--- src/rtl/vector_add_sequencer.sv ---
// Batch engine: reads ROM and RAM0 over an address window and writes each
// element sum into RAM1, with a running checksum and overflow count.
module vector_add_sequencer #(
  parameter int unsigned ADDR_W = 10,
  parameter int unsigned DATA_W = 4,
  parameter int unsigned RD_LAT = 1
) (
  input  logic                     clk,
  input  logic                     reset_n,
  input  logic                     start,
  input  logic                     abort,
  input  logic [ADDR_W-1:0]        base_addr,
  input  logic [ADDR_W:0]          length,
  output logic [ADDR_W-1:0]        rd_addr,
  input  logic [DATA_W-1:0]        rom_data,
  input  logic [DATA_W-1:0]        ram0_data,
  output logic                     wr_en,
  output logic [ADDR_W-1:0]        wr_addr,
  output logic [DATA_W:0]          wr_data,
  output logic                     busy,
  output logic                     done,
  output logic                     aborted,
  output logic [DATA_W+ADDR_W+1:0] checksum,
  output logic [ADDR_W:0]          ovf_count
);

  localparam int unsigned LEN_W = ADDR_W + 1;
  localparam int unsigned SUM_W = DATA_W + 1;
  localparam int unsigned CHK_W = DATA_W + ADDR_W + 2;
  localparam int unsigned VLD_W = RD_LAT + 1;
  localparam int unsigned APW   = ADDR_W * RD_LAT;

  localparam logic [1:0] S_IDLE  = 2'd0;
  localparam logic [1:0] S_RUN   = 2'd1;
  localparam logic [1:0] S_DRAIN = 2'd2;
  localparam logic [1:0] S_DONE  = 2'd3;

  localparam logic [LEN_W-1:0] FULL_LEN = LEN_W'(1) << ADDR_W;

  logic [1:0]        state_q, state_d;
  logic [LEN_W-1:0]  len_q, len_d;
  logic [LEN_W-1:0]  cnt_q, cnt_d;
  logic [VLD_W-1:0]  vld_q, vld_d;
  logic [APW-1:0]    apipe_q, apipe_d;
  logic [ADDR_W-1:0] rd_addr_q, rd_addr_d;
  logic              wr_en_q, wr_en_d;
  logic [ADDR_W-1:0] wr_addr_q, wr_addr_d;
  logic [SUM_W-1:0]  wr_data_q, wr_data_d;
  logic              busy_q, busy_d;
  logic              done_q, done_d;
  logic              aborted_q, aborted_d;
  logic [CHK_W-1:0]  checksum_q, checksum_d;
  logic [LEN_W-1:0]  ovf_q, ovf_d;

  logic [LEN_W-1:0]  len_clamped;
  logic [SUM_W-1:0]  sum;
  logic              emerge;
  logic              cancel;

  assign len_clamped = (length > FULL_LEN) ? FULL_LEN : length;
  assign sum         = SUM_W'(rom_data) + SUM_W'(ram0_data);
  assign emerge      = vld_q[RD_LAT];
  assign cancel      = abort && ((state_q == S_RUN) || (state_q == S_DRAIN));

  // Next-state, read issue and write-back datapath
  always_comb begin
    state_d    = state_q;
    len_d      = len_q;
    cnt_d      = cnt_q;
    rd_addr_d  = rd_addr_q;
    vld_d      = VLD_W'({vld_q, 1'b0});
    apipe_d    = APW'({apipe_q, rd_addr_q});
    wr_en_d    = 1'b0;
    wr_addr_d  = wr_addr_q;
    wr_data_d  = wr_data_q;
    busy_d     = busy_q;
    done_d     = 1'b0;
    aborted_d  = aborted_q;
    checksum_d = checksum_q;
    ovf_d      = ovf_q;

    if (emerge && !cancel) begin
      wr_en_d    = 1'b1;
      wr_addr_d  = apipe_q[APW-1 -: ADDR_W];
      wr_data_d  = sum;
      checksum_d = checksum_q + CHK_W'(sum);
      ovf_d      = ovf_q + LEN_W'(sum[DATA_W]);
    end

    case (state_q)
      S_IDLE: begin
        if (start) begin
          len_d      = len_clamped;
          cnt_d      = LEN_W'(1);
          checksum_d = '0;
          ovf_d      = '0;
          aborted_d  = 1'b0;
          if (len_clamped == '0) begin
            state_d = S_DONE;
            done_d  = 1'b1;
          end else begin
            state_d   = S_RUN;
            busy_d    = 1'b1;
            rd_addr_d = base_addr;
            vld_d[0]  = 1'b1;
          end
        end
      end
      S_RUN, S_DRAIN: begin
        if (cancel) begin
          // In-flight reads are dropped; completed writes stand
          state_d   = S_DONE;
          done_d    = 1'b1;
          aborted_d = 1'b1;
          busy_d    = 1'b0;
          vld_d     = '0;
        end else if (state_q == S_RUN) begin
          if (cnt_q == len_q) begin
            state_d = S_DRAIN;
          end else begin
            rd_addr_d = rd_addr_q + ADDR_W'(1);
            cnt_d     = cnt_q + LEN_W'(1);
            vld_d[0]  = 1'b1;
          end
        end else if (vld_q == '0) begin
          state_d = S_DONE;
          done_d  = 1'b1;
          busy_d  = 1'b0;
        end
      end
      S_DONE: begin
        state_d = S_IDLE;
      end
      default: begin
        state_d = S_IDLE;
        busy_d  = 1'b0;
      end
    endcase
  end

  always_ff @(posedge clk or negedge reset_n) begin
    if (!reset_n) begin
      state_q    <= S_IDLE;
      len_q      <= '0;
      cnt_q      <= '0;
      vld_q      <= '0;
      apipe_q    <= '0;
      rd_addr_q  <= '0;
      wr_en_q    <= 1'b0;
      wr_addr_q  <= '0;
      wr_data_q  <= '0;
      busy_q     <= 1'b0;
      done_q     <= 1'b0;
      aborted_q  <= 1'b0;
      checksum_q <= '0;
      ovf_q      <= '0;
    end else begin
      state_q    <= state_d;
      len_q      <= len_d;
      cnt_q      <= cnt_d;
      vld_q      <= vld_d;
      apipe_q    <= apipe_d;
      rd_addr_q  <= rd_addr_d;
      wr_en_q    <= wr_en_d;
      wr_addr_q  <= wr_addr_d;
      wr_data_q  <= wr_data_d;
      busy_q     <= busy_d;
      done_q     <= done_d;
      aborted_q  <= aborted_d;
      checksum_q <= checksum_d;
      ovf_q      <= ovf_d;
    end
  end

  assign rd_addr   = rd_addr_q;
  assign wr_en     = wr_en_q;
  assign wr_addr   = wr_addr_q;
  assign wr_data   = wr_data_q;
  assign busy      = busy_q;
  assign done      = done_q;
  assign aborted   = aborted_q;
  assign checksum  = checksum_q;
  assign ovf_count = ovf_q;

endmodule

--- config.mk ---
export PLATFORM = sky130hd
export DESIGN_NAME = vector_add_sequencer
export DESIGN_NICKNAME = d
export VERILOG_FILES = /design/src/rtl/vector_add_sequencer.sv
export SDC_FILE = /design/constraint.sdc
export NUM_CORES = 1
export LEC_CHECK = 0
export CAP_MARGIN = 10
export CORE_MARGIN = 1.5
export CORE_UTILIZATION = 59
export CTS_BUF_LIST = sky130_fd_sc_hd__clkbuf_8
export CTS_CLUSTER_DIAMETER = 100
export DETAILED_ROUTE_END_ITERATION = 10
export GPL_TIMING_DRIVEN = 0
export PLACE_DENSITY_LB_ADDON = 0.3
export SYNTH_ARGS = -nofsm -noshare
export SYNTH_HDL_FRONTEND = slang
export SYNTH_SLANG_ARGS = --single-unit
--- constraint.sdc ---
create_clock -name clk -period 8 [get_ports clk]
set_clock_uncertainty 0.2 [all_clocks]
set_input_delay 1.6 -clock clk [delete_from_list [all_inputs] [get_ports clk]]
set_output_delay 1.6 -clock clk [all_outputs]
set_load 0.1 [all_outputs]
# Word-level counts from Yosys, hierarchy flattened
# Cells that the tools add are included.
dict set report op_classes {
  addsub 5
  n_lt_le_gt_ge 1
  eq_ne 14
  muxes 49
  reduce_logical 15
}
# operator n
set op_table {}
lappend op_table {{2-to-1 mux 11 bit} 8}
lappend op_table {{2-to-1 mux 10 bit} 5}
lappend op_table {{2-to-1 mux 16 bit} 3}
lappend op_table {{case mux 11 bit (2 select lines)} 1}
lappend op_table {{2-to-1 mux 1 bit} 20}
lappend op_table {{case mux 10 bit (2 select lines)} 1}
lappend op_table {{adder 16 x 5 -> 16 bit} 1}
lappend op_table {{2-to-1 mux 2 bit} 6}
lappend op_table {{!= test 2 bit, second input constant} 6}
lappend op_table {{adder 11 x 1 -> 11 bit} 1}
lappend op_table {{adder 11 x 1 -> 11 bit, second input constant} 1}
lappend op_table {{== test 11 bit} 1}
lappend op_table {{greater-than comparator 11 bit, second input constant} 1}
lappend op_table {{zero test 11 bit} 1}
lappend op_table {{adder 10 x 1 -> 10 bit, second input constant} 1}
lappend op_table {{AND reduction 5 bit} 2}
lappend op_table {{!= test 4 bit, second input constant} 2}
lappend op_table {{case mux 1 bit (2 select lines)} 4}
lappend op_table {{!= test 3 bit, second input constant} 2}
lappend op_table {{case mux 2 bit (3 select lines)} 1}
lappend op_table {{AND reduction 3 bit} 2}
lappend op_table {{AND reduction 6 bit} 1}
lappend op_table {{adder 4 x 4 -> 5 bit} 1}
lappend op_table {{== test 2 bit, second input constant} 2}
lappend op_table {{other kinds (8)} 10}
dict set report word_totals {
  regBits 92
  inputBits 33
  out_inout_bits 56
  elab_cells 98
}

# Logic depth before layout (Yosys ltp)
# Gate-level depths: netlist of run 1.
dict set report logic_depth {
  depth_word 8
  ltp_mapped 13
  ltp_nobuf 12
}

# Least setup slack after synthesis of run 1
# Ideal clock, no wire load.
dict set report synth_path {
  path_kind {input port to flip-flop}
  start {input rom_data[0]}
  end {register checksum_q[15], in the netlist checksum[15]}
  setup_ns 0.074
  arrival_ns 3.607
  required_time_ns 7.726
  path_slack_ns 4.119
  path_stages 13
  n_path_buf 1
  cell_sequence {ha_1 -> inv_1 -> fa_1 -> nor2b_1 -> o21ai_0 -> nand2b_1 -> ha_1 -> buf_1 -> nor2_1 -> nor3_1 -> nand4_1 -> xor2_1 -> nor2_1}
}
dict set report synth_via {
  elab_chain_len 5
}
# item line_no
set synth_lines {}
lappend synth_lines {{start, declared} 15} ;# input logic [DATA_W-1:0] rom_data,
lappend synth_lines {{adder 4 x 4 -> 5 bit (*)} 61} ;# assign sum = SUM_W'(rom_data) + SUM_W'(ram0_data);
lappend synth_lines {{via sum[4]} 56} ;# logic [SUM_W-1:0] sum;
lappend synth_lines {{adder 16 x 5 -> 16 bit (*)} 86} ;# checksum_d = checksum_q + CHK_W'(sum);
lappend synth_lines {{2-to-1 mux 16 bit (*)} 82} ;# if (emerge && !cancel) begin
lappend synth_lines {{2-to-1 mux 16 bit} 92} ;# if (start) begin
lappend synth_lines {{2-to-1 mux 16 bit (*)} 90} ;# case (state_q)
lappend synth_lines {{via checksum_d[15]} 52} ;# logic [CHK_W-1:0] checksum_q, checksum_d;
lappend synth_lines {{end signal, assigned} 170} ;# checksum_q <= checksum_d;
lappend synth_lines {{end, declared} 52}
# The timed path passes the listed nets; every way through them passes the cells marked *.
# A chain may end at the register's enable or synchronous reset.

# Worst setup path in the final report of run 1
# Same ends and word-level chain as after synthesis.

==> key figures, run 1 <==
Routing
  • DRC errors left: 0
  • Initial DRT Pass Iterations: 4
  • ANT nets after route: 0
  • Drt total wl: 11900 µm
  • Drt via density: 5.91
  • DR iter-0 viols: 233
  • Vias post-DR: 4265
  • Avg WL per Cell: 16.4 µm

Setup path
  • Max FO, Critical Path: 8
  • Cell family with most CP delay: simple AND/OR/NAND/NOR gates
  • R2r setup slk: 4.57 ns
  • Crit start category: primary input
  • Worst path max stage delay: 0.47 ns
  • Crit Path Class: primary input to flip-flop
  • Worst Path Required: 8.04 ns
  • Critical path's slowest cell: clkdlybuf4s50_1
  • CP Capture Type: flip-flop
  • Arrival time at the worst endpoint: roughly 4.5 ns
  • Crit-path cells: clkdlybuf4s50_1 -> ha_1 -> inv_1 -> fa_1 -> nor2b_1 -> o21ai_0 -> nand2b_1 -> ha_1 -> buf_1 -> nor2_1 -> nor3_1 -> nand4_1 -> xor2_1 -> nor2_1
  • WP buf/inv: 3

Clocking
  • H-tree levels: 3
  • Number of clock sinks: 92
  • Post-CTS Setup Repair Bufs: 0
  • Worst skew pair latency: 0.37 ns
  • Clock-pin slew of the registers on the worst-case setup and hold paths: 0.10 ns
  • Post-CTS resize count: 0
  • Hold_buf cts: 0
  • Clock tree buffer depth: 2
  • Root Buffer: clkbuf_8
  • CTS tree: built
  • Num CTS Buffers: 9

Placed design
  • Port buffer count: 88
  • GPL Wtd Cong: 0.934
  • Post-place setup slack: 3.21 ns
  • Post-DP HPWL: 8670 µm
  • Cells after DPL: 706

STA
  • RSZ-0062 raised after global routing: false
  • Part of the cycle the worst path needs: 0.552
  • Min cycle time layout: 4.42 ns
  • Slew Limit Fails: 0
  • Fin. Hold Viols: 0
  • Worst slew margin: 0.273
  • Slack of the critical path: 3.58 ns
  • Slew of the pin with the lowest slew margin: roughly 1.1 ns
  • Setup violations, final: 0
  • F_max: about 230 MHz
  • Fin Setup TNS: 0 ns

Floorplan
  • Core area: 7810 µm²
  • Die height: 93.5 µm
  • Row count: 32
  • Starting density of the core: 0.619
  • I/O pin count: a little under 90
  • Total die area: around 9000 µm²
  • Die W: approximately 93 µm

Power and ir drop
  • LEAKAGE: about 2.6 nW
  • Maximum vdd drop: 0.217 mV
  • Power per Cell Area: 450 nW/µm²

Yosys
  • Synth area leader: dfrtp_1
  • YS warnings: 0
  • Top cells by area, synth: dfrtp_1 48%, nand2_1 7.3%, ha_1 4.7%
  • Number of synthesized flops with an enable pin: 0
  • Average cell area after synthesis: around 9.4 µm²
  • Post-Synth XOR/XNOR Area: 0.0562
  • Share of Yosys cell area claimed by the top area cell type: 0.477
  • Top FF cell, synth: dfrtp_1
  • Count leader, synth: nand2_1
  • Post-synthesis compound-gate area fraction: 0.126
  • Largest family of logic cells by synthesized area: simple AND/OR/NAND/NOR gates
  • Seq/Total Area, Yosys: 0.477
  • Post-Synth Simple-Gate Area: 0.250
  • Post-Synth Adder-Cell Area: 0.0549
  • Post-synthesis sequential element count: 92
  • Mapped Area: 4830 µm²
  • Synthesized netlist net count: 568
  • Mux share of post-synthesis cell area: 0.0119
  • Synth top cells by count: 94 x nand2_1, 92 x dfrtp_1, 37 x nor2_1, 26 x a21oi_1, 26 x o21ai_0
  • Async set or reset register ratio after synthesis: 1.00
  • Post-Syn Instances: 515
  • Distinct cell type count after synthesis: 52

Final layout
  • Synth-to-Final Area Change: 25.9%
  • Layout Nets: 668
  • FILL cells: 501
  • Layout cells sized above 1: 0.0565
  • Antenna diode count: 0
  • Fin cells: 722
  • FF/Latch Area: 2300 µm²
  • Multi-input gate area: between 2000 and 2500 µm²

GRT
  • Largest net degree at the start of global routing: 49
  • GRT Total Usage: 0.288
  • Initial antenna violation count: 0
  • Global-route wire length before repair: 19700 µm
  • Vias in the first global route: 4198
  • Global route overflow: 0

Run
  • MaxCap Viol Count: 0

Hold path
  • Hold Path Class: flip-flop to flip-flop

Run status
  • Status: finished clean
final timing paths:
path,start,endpoint,depth (start not counted)
max,rom_data[0],checksum[15],14
min,apipe_q[9],wr_addr[9],2
max reg2reg,state_q[0],rd_addr[8],8
min reg2reg,apipe_q[9],wr_addr[9],2
max in group asynchronous,reset_n,cnt_q[2],2
min in group asynchronous,reset_n,wr_data[1],1
power by group:
group | total, mW | internal (mW) | leakage (nW) | switching (mW)
Clock | 0.338 | 0.153 | 0.107 | 0.185
Combinational | 1.62 | 0.460 | 1.36 | 1.16
Sequential | 0.774 | 0.624 | 1.17 | 0.150
Total | 2.73 | 1.24 | 2.65 | 1.50
cell usage in the layout (no fill, tap or decap), drive strengths merged, types with 7 or more instances in the layout:
| cell | netlist | final |
|---|---|---|
| a211oi | 7 | 7 |
| a21oi | 26 | 26 |
| and3 | 13 | 13 |
| clkbuf | 16 | 25 |
| clkdlybuf4s50 | 0 | 87 |
| dfrtp | 92 | 92 |
| ha | 18 | 18 |
| inv | 10 | 13 |
| nand2 | 94 | 94 |
| nand2b | 12 | 12 |
| nand3 | 17 | 17 |
| nand4 | 8 | 8 |
| nor2 | 38 | 38 |
| nor2b | 11 | 11 |
| nor3 | 11 | 11 |
| o211ai | 12 | 12 |
| o21ai | 26 | 26 |
| or3 | 12 | 12 |
| or4 | 8 | 8 |
| xnor2 | 17 | 17 |
| xor2 | 14 | 14 |
stage by stage:
| stage | utilization | instance area, µm² | power [mW] | hold slack [ns] |
|---|---|---|---|---|
| floorplan | - | 4830 | 1.97 | 0.214 |
| global placement | 0.748 | 5840 | 2.34 | 0.222 |
| detailed placement | 0.751 | 5860 | 2.38 | 0.220 |
| CTS | 0.779 | 6080 | 2.72 | 0.247 |
| global route | 0.779 | 6080 | 2.89 | 0.284 |
| finish | 0.779 | 6080 | 2.73 | 0.245 |
flip-flops by register name, summed over array words and instances (netlist names), 2 cells and up:
name,cells
ovf_count,11
rd_addr,10
len_q,11
wr_addr,10
checksum,16
wr_data,5
cnt_q,11
apipe_q,10
vld_q,2
state_q,2
area by class of cell:
class,instances,share of cell area
plain buffers,19,0.0132
clock buffers,9,0.0204
clock inverters,7,0.0154
inverters,11,0.00679
multi-input cells,393,0.396
flip-flops and latches,92,0.379
well taps,102,0.0210
repair buffers,89,0.149
routing by layer:
layer	wire [µm]	GRT usage	part of all wire	up-vias
met2	6140	0.499	0.52	148
li1	-	-	-	1998
met3	688	0.0382	0.058	24
met1	4820	0.360	0.41	2095
met5	0	0	0	-
met4	230	0.125	0.019	0
cell families (layout without fill, tap and decap cells):
kind of cell               Yosys count  in the layout
adders and majority gates           20             20
DFF                                 92             92
xor gates and xnor gates            31             31
and+or+nand+nor                    243            243
AOI/OAI and AO/OA                   94             94
buffers and inverters               30            135
muxes                                5              5
worst min-delay path, delay by kind of cell (launching register included):
kind | cells | cell delay, ns
simple gates | 2 | 0.08
flops | 1 | 0.33
Note: power is estimated with default switching activity, not from simulation.
==> run 2, diff against run 1 <==
--- a/config.mk
+++ b/config.mk
@@ -7,7 +7,7 @@
 export LEC_CHECK = 0
 export CAP_MARGIN = 10
 export CORE_MARGIN = 1.5
-export CORE_UTILIZATION = 59
+export CORE_UTILIZATION = 49
 export CTS_BUF_LIST = sky130_fd_sc_hd__clkbuf_8
 export CTS_CLUSTER_DIAMETER = 100
 export DETAILED_ROUTE_END_ITERATION = 10
==> constraint.sdc (replaced) <==
create_clock -name clk -period 4 [get_ports clk]
set_clock_uncertainty 0.2 [all_clocks]
set_input_delay 0.8 -clock clk [delete_from_list [all_inputs] [get_ports clk]]
set_output_delay 0.8 -clock clk [all_outputs]
set_load 0.1 [all_outputs]
==> run 2 against run 1 <==
Die area is 20% higher. Highest routed layer unchanged. Cell count up 4.3%. Sequential share of layout area decreased by 0.070 points. First-iteration DRC count is 22% lower. Largest power group unchanged.
==> key figures, run 2 (synthesis gave the netlist of run 1 again) <==
Clocking
  • Hold_buf cts: 0 (unchanged)
  • Root Buffer: clkbuf_8
  • H-tree levels: 3 (unchanged)
  • Num CTS Buffers: 9 (unchanged)
  • Number of clock sinks: 92 (unchanged)
  • Worst skew pair latency: 0.36 ns (about the same)
  • Post-CTS resize count: 0 (unchanged)
  • Clock-pin slew of the registers on the worst-case setup and hold paths: 0.11 ns (about the same)
  • CTS tree: built
  • Clock tree buffer depth: 2 (unchanged)
  • Post-CTS Setup Repair Bufs: 0 (unchanged)

Setup path
  • CP Capture Type: flip-flop
  • Crit-path cells: clkdlybuf4s50_1 -> ha_1 -> inv_1 -> fa_1 -> nor2b_1 -> o21ai_0 -> nand2b_1 -> ha_1 -> buf_1 -> nor2_1 -> nor3_1 -> nand3_1 -> xor2_1 -> nor2_1
  • Max FO, Critical Path: 8 (unchanged)
  • Worst path max stage delay: 0.46 ns (about the same)
  • Worst Path Required: 4.04 ns (-4.00 ns)
  • Critical path's slowest cell: clkdlybuf4s50_1
  • WP buf/inv: 3 (unchanged)
  • Cell family with most CP delay: simple AND/OR/NAND/NOR gates
  • Arrival time at the worst endpoint: 3.62 ns (-0.84 ns)
  • Crit Path Class: primary input to flip-flop
  • Crit start category: primary input

Routing
  • Initial DRT Pass Iterations: 6 (+2)
  • DR iter-0 viols: 182 (-22%)
  • Avg WL per Cell: 15.6 µm (-5.3%)
  • Drt total wl: 11700 µm (-1.3%)
  • Drt via density: 5.56 (-5.9%)
  • Vias post-DR: 4187 (-1.8%)
  • ANT nets after route: 0 (unchanged)
  • DRC errors left: 0 (unchanged)

Floorplan
  • Row count: 36 (+13%)
  • Total die area: 10500 µm² (+20%)
  • Die height: 102 µm (+9.4%)
  • Starting density of the core: 0.499 (-0.120)
  • I/O pin count: 89 (unchanged)
  • Die W: 102 µm (+9.4%)
  • Core area: 9680 µm² (+24%)

Final layout
  • Fin cells: 753 (+4.3%)
  • Largest register FFs: 16 (unchanged)
  • Layout cells sized above 1: 0.0565 (unchanged)
  • Most common cell after layout, fill and taps aside: nand2_1
  • FILL cells: 837 (+67%)
  • Synth-to-Final Area Change: 26.1%
  • Most frequent cells in the layout: 94 x nand2_1, 92 x dfrtp_1, 87 x clkdlybuf4s50_1
  • Antenna diode count: 0 (unchanged)
  • Layout Nets: 668 (unchanged)

Power and ir drop
  • Net switching power: 2.99 mW (+100%)
  • Gate power share: 0.600 (+0.007)
  • Clock power share: 0.113 (-0.011)
  • LEAKAGE: 2.63 nW (-0.55%)
  • Power per Cell Area: 886 nW/µm² (+97%)
  • Reg power frac: 0.287 (+0.004)
  • Switch share: 0.553 (+0.00589)
  • Maximum vdd drop: 0.380 mV (+75%)
  • Int Pwr: 2.41 mW (+95%)

STA
  • Slew of the pin with the lowest slew margin: 1.06 ns (-0.0258 ns)
  • Fin. Hold Viols: 0 (unchanged)
  • Worst slew margin: 0.291 (+0.0180)
  • F_max: 279 MHz
  • Fin Setup TNS: 0 ns (unchanged)
  • Slew Limit Fails: 0 (unchanged)
  • Part of the cycle the worst path needs: 0.896
  • Min cycle time layout: 3.59 ns
  • Setup violations, final: 0 (unchanged)
  • RSZ-0062 raised after global routing: false

GRT
  • Global route overflow: 0 (unchanged)
  • GRT Total Usage: 0.237 (-0.0511)
  • Initial antenna violation count: 0 (unchanged)
  • Vias in the first global route: 4199 (+0.024%)
  • Global-route wire length before repair: 19400 µm (-1.5%)
  • Largest net degree at the start of global routing: 71 (+45%)

Placed design
  • Post-DP HPWL: 8690 µm (+0.22%)
  • Cells after DPL: 737 (+4.4%)
  • GPL Wtd Cong: 0.907 (-2.9%)
  • Port buffer count: 88 (unchanged)

Run status
  • Status: finished clean

Hold path
  • Hold Path Class: primary input to async pin

Run
  • MaxCap Viol Count: 0 (unchanged)
## run 2: cell types whose count changed in the layout (fill, tap and decap cells not counted), sizes merged
cell | before | now
clkinv | 3 | 1
inv | 13 | 15
bufinv | 1 | 0
clkinvlp | 1 | 2
## run 2: through the flow
| step | util | setup slack [ns] | total power, mW | instance area (µm²) | hold WS, ns |
|---|---|---|---|---|---|
| floorplan | - | 0.919 | 3.94 | 4830 | 0.214 |
| global placement | 0.607 | -1.41 | 4.68 | 5880 | 0.220 |
| detailed placement | 0.610 | 0.0373 | 4.78 | 5900 | 0.225 |
| CTS | 0.629 | 0.415 | 5.40 | 6090 | 0.129 |
| global route | 0.629 | 0.134 | 5.72 | 6090 | 0.129 |
| finish | 0.629 | 0.415 | 5.40 | 6090 | 0.125 |
## run 2: area by class of cell
class	count	area, µm²	area share
plain buffers	19	80.1	0.0131
clock inverters	7	66.3	0.0109
inverters	11	41.3	0.00678
repair buffers	89	906	0.149
well taps	133	166	0.0273
multi-input cells	393	2410	0.395
flip-flops and latches	92	2300	0.378
clock buffers	9	124	0.0203
## run 2: metal layers
metal  wire length [µm]  share of wire  GRT usage
met1               4920           0.42      0.295
met2               6000           0.51      0.419
met3                605          0.052     0.0417
met4                198          0.017     0.0780
met5                  0              0          0
## run 2: power by group through the flow
stage	clock network [mW]	logic, mW	registers (mW)
2_1_floorplan	0	1.28	2.66
3_3_place_gp	0	3.14	1.55
3_5_place_dp	0	3.21	1.57
4_1_cts	0.622	3.23	1.55
5_1_grt	0.661	3.47	1.59
6_report	0.613	3.24	1.55
## run 2: final timing paths
kind	slack (ns)	to	from	depth (start not counted)
worst min register to register	0.25	wr_addr[4]	apipe_q[4]	2
max in group asynchronous	2.84	checksum[8]	reset_n	2
min in group clk	0.25	wr_addr[4]	apipe_q[4]	2
worst max register to register	0.62	rd_addr[8]	state_q[0]	8
worst max-delay path	0.41	checksum[13]	rom_data[0]	14
worst min-delay path	0.13	wr_data[1]	reset_n	1
==> run 3, diff against run 2 <==
--- a/config.mk
+++ b/config.mk
@@ -12,7 +12,7 @@
 export CTS_CLUSTER_DIAMETER = 100
 export DETAILED_ROUTE_END_ITERATION = 10
 export GPL_TIMING_DRIVEN = 0
-export PLACE_DENSITY_LB_ADDON = 0.3
+export PLACE_DENSITY = 0.84
 export SYNTH_ARGS = -nofsm -noshare
 export SYNTH_HDL_FRONTEND = slang
 export SYNTH_SLANG_ARGS = --single-unit
==> run 3 against run 2 <==
Critical path depth unchanged. Fmax down 0.23%. Die area unchanged. First-iteration DRC count up 72%. Final area up 0.10%. Sequential power about the same. Critical path type unchanged. Largest cell class unchanged.
==> key figures, run 3 (synthesis gave the netlist of run 1 again) <==
Run status
  • Status: finished clean

Setup path
  • R2r setup slk: 0.55 ns (-0.07 ns)
  • RR Startpoint: state_q[0]
  • Worst Path Required: 4.03 ns (about the same)
  • CP Capture Type: flip-flop
  • Crit start category: primary input
  • Max FO, Critical Path: 8 (unchanged)
  • Arrival time at the worst endpoint: 3.63 ns (about the same)
  • CP startpoint: ram0_data[0]
  • Crit Path Class: primary input to flip-flop

Floorplan
  • Die W: 102 µm (unchanged)
  • Core area: 9680 µm² (unchanged)
  • Starting density of the core: 0.499 (unchanged)
  • Die height: 102 µm (unchanged)
  • I/O pin count: 89 (unchanged)
  • Total die area: 10500 µm² (unchanged)
  • Row count: 36 (unchanged)

GRT
  • Vias in the first global route: 4071 (-3.0%)
  • GRT Total Usage: 0.233 (-0.00400)
  • Global-route wire length before repair: 19200 µm (-0.92%)
  • Initial antenna violation count: 0 (unchanged)
  • Largest net degree at the start of global routing: 65 (-8.5%)
  • Global route overflow: 0 (unchanged)

Clocking
  • Num CTS Buffers: 9 (unchanged)
  • Number of clock sinks: 92 (unchanged)
  • Clock tree buffer depth: 2 (unchanged)
  • Post-CTS resize count: 0 (unchanged)
  • Root Buffer: clkbuf_8
  • Hold_buf cts: 0 (unchanged)
  • Clock-pin slew of the registers on the worst-case setup and hold paths: 0.10 ns (about the same)
  • Post-CTS Setup Repair Bufs: 0 (unchanged)
  • Worst skew pair latency: 0.36 ns (about the same)
  • CTS tree: built
  • H-tree levels: 3 (unchanged)

STA
  • Setup violations, final: 0 (unchanged)
  • Fin Setup TNS: 0 ns (unchanged)
  • RSZ-0062 raised after global routing: false
  • Part of the cycle the worst path needs: 0.898 (+0.00209)
  • Min cycle time layout: 3.59 ns (+0.00837 ns)
  • Slew Limit Fails: 0 (unchanged)
  • Slew of the pin with the lowest slew margin: 0.991 ns (-0.0644 ns)
  • F_max: 278 MHz (-0.23%)
  • Fin. Hold Viols: 0 (unchanged)
  • Worst slew margin: 0.333 (+0.0427)

Final layout
  • Synth-to-Final Area Change: 26.3%
  • Layout cells sized above 1: 0.0549 (-0.00152)
  • Largest register FFs: 16 (unchanged)
  • Final Instance Area: 6100 µm² (+0.10%)
  • FILL cells: 802 (-4.2%)
  • Antenna diode count: 0 (unchanged)
  • Most common cell after layout, fill and taps aside: nand2_1
  • Fin cells: 752 (-0.13%)
  • Layout Nets: 668 (unchanged)
  • Most frequent cells in the layout: 94 x nand2_1, 92 x dfrtp_1, 87 x clkdlybuf4s50_1

Run
  • MaxCap Viol Count: 0 (unchanged)

Placed design
  • GPL Wtd Cong: 0.866 (-4.5%)
  • Port buffer count: 88 (unchanged)
  • Cells after DPL: 737 (unchanged)
  • Post-DP HPWL: 8550 µm (-1.5%)
  • DP Area: 5900 µm² (unchanged)

Hold path
  • Hold Path Class: primary input to async pin

Routing
  • DR iter-0 viols: 313 (+72%)
  • DRC errors left: 0 (unchanged)
  • Initial DRT Pass Iterations: 5 (-1)
  • ANT nets after route: 0 (unchanged)
  • Avg WL per Cell: 15.6 µm (+0.28%)
  • Vias post-DR: 4210 (+0.55%)
  • Drt total wl: 11700 µm (+0.15%)
  • Drt via density: 5.60 (+0.68%)

Power and ir drop
  • Power per Cell Area: 888 nW/µm² (+0.24%)
  • Pwr Total: 5.42 mW (+0.34%)
  • Maximum vdd drop: 0.424 mV (+11%)
  • LEAKAGE: 2.63 nW (about the same)
run 3: worst paths after layout:
check,endpoint,cells past startpoint
min in group clk,wr_addr[7],2
hold / removal,checksum[14],1
setup / recovery,checksum[15],14
setup reg to reg,rd_addr[8],8
hold reg to reg,wr_addr[7],2
max in group asynchronous,cnt_q[3],2
run 3: per-layer routing:
metal  GRT usage  up-vias  part of all wire
li1            -     1993                 -
met1       0.306     2037              0.43
met2       0.398      164              0.50
met3      0.0308       16             0.050
met4      0.0822        0             0.015
met5           0        -                 0
run 3: per-stage QoR:
step	hold slack (ns)	setup slack [ns]	utilization
floorplan	0.214	0.919	-
global placement	0.220	-1.41	0.607
finish	0.157	0.406	0.630
CTS	0.163	0.451	0.630
global route	0.176	0.195	0.630
detailed placement	0.225	0.0949	0.610
run 3: final cells by class:
class	instances	area, µm²	share of cell area
Timing Repair Buffer	89	906	0.149
Inverter	11	41.3	0.00677
Clock buffer	9	124	0.0203
Tap cell	133	166	0.0273
Multi-Input combinational cell	393	2410	0.395
Sequential cell	92	2300	0.377
Clock inverter	6	72.6	0.0119
Buffer	19	80.1	0.0131
run 3: critical path, cell delays in order:
cell,delay [ns]
clkdlybuf4s50_1,0.48
ha_1,0.19
inv_1,0.06
fa_1,0.40
nor2b_1,0.12
o21ai_0,0.08
nand2b_1,0.17
ha_1,0.17
buf_1,0.30
nor2_1,0.12
nor3_1,0.35
nand4_1,0.17
xor2_1,0.17
nor2_1,0.05
run 3: power by group:
group          total [mW]  switching [mW]  internal [mW]
registers            1.55           0.297           1.25
clock network       0.632           0.340          0.292
logic                3.24            2.32          0.919
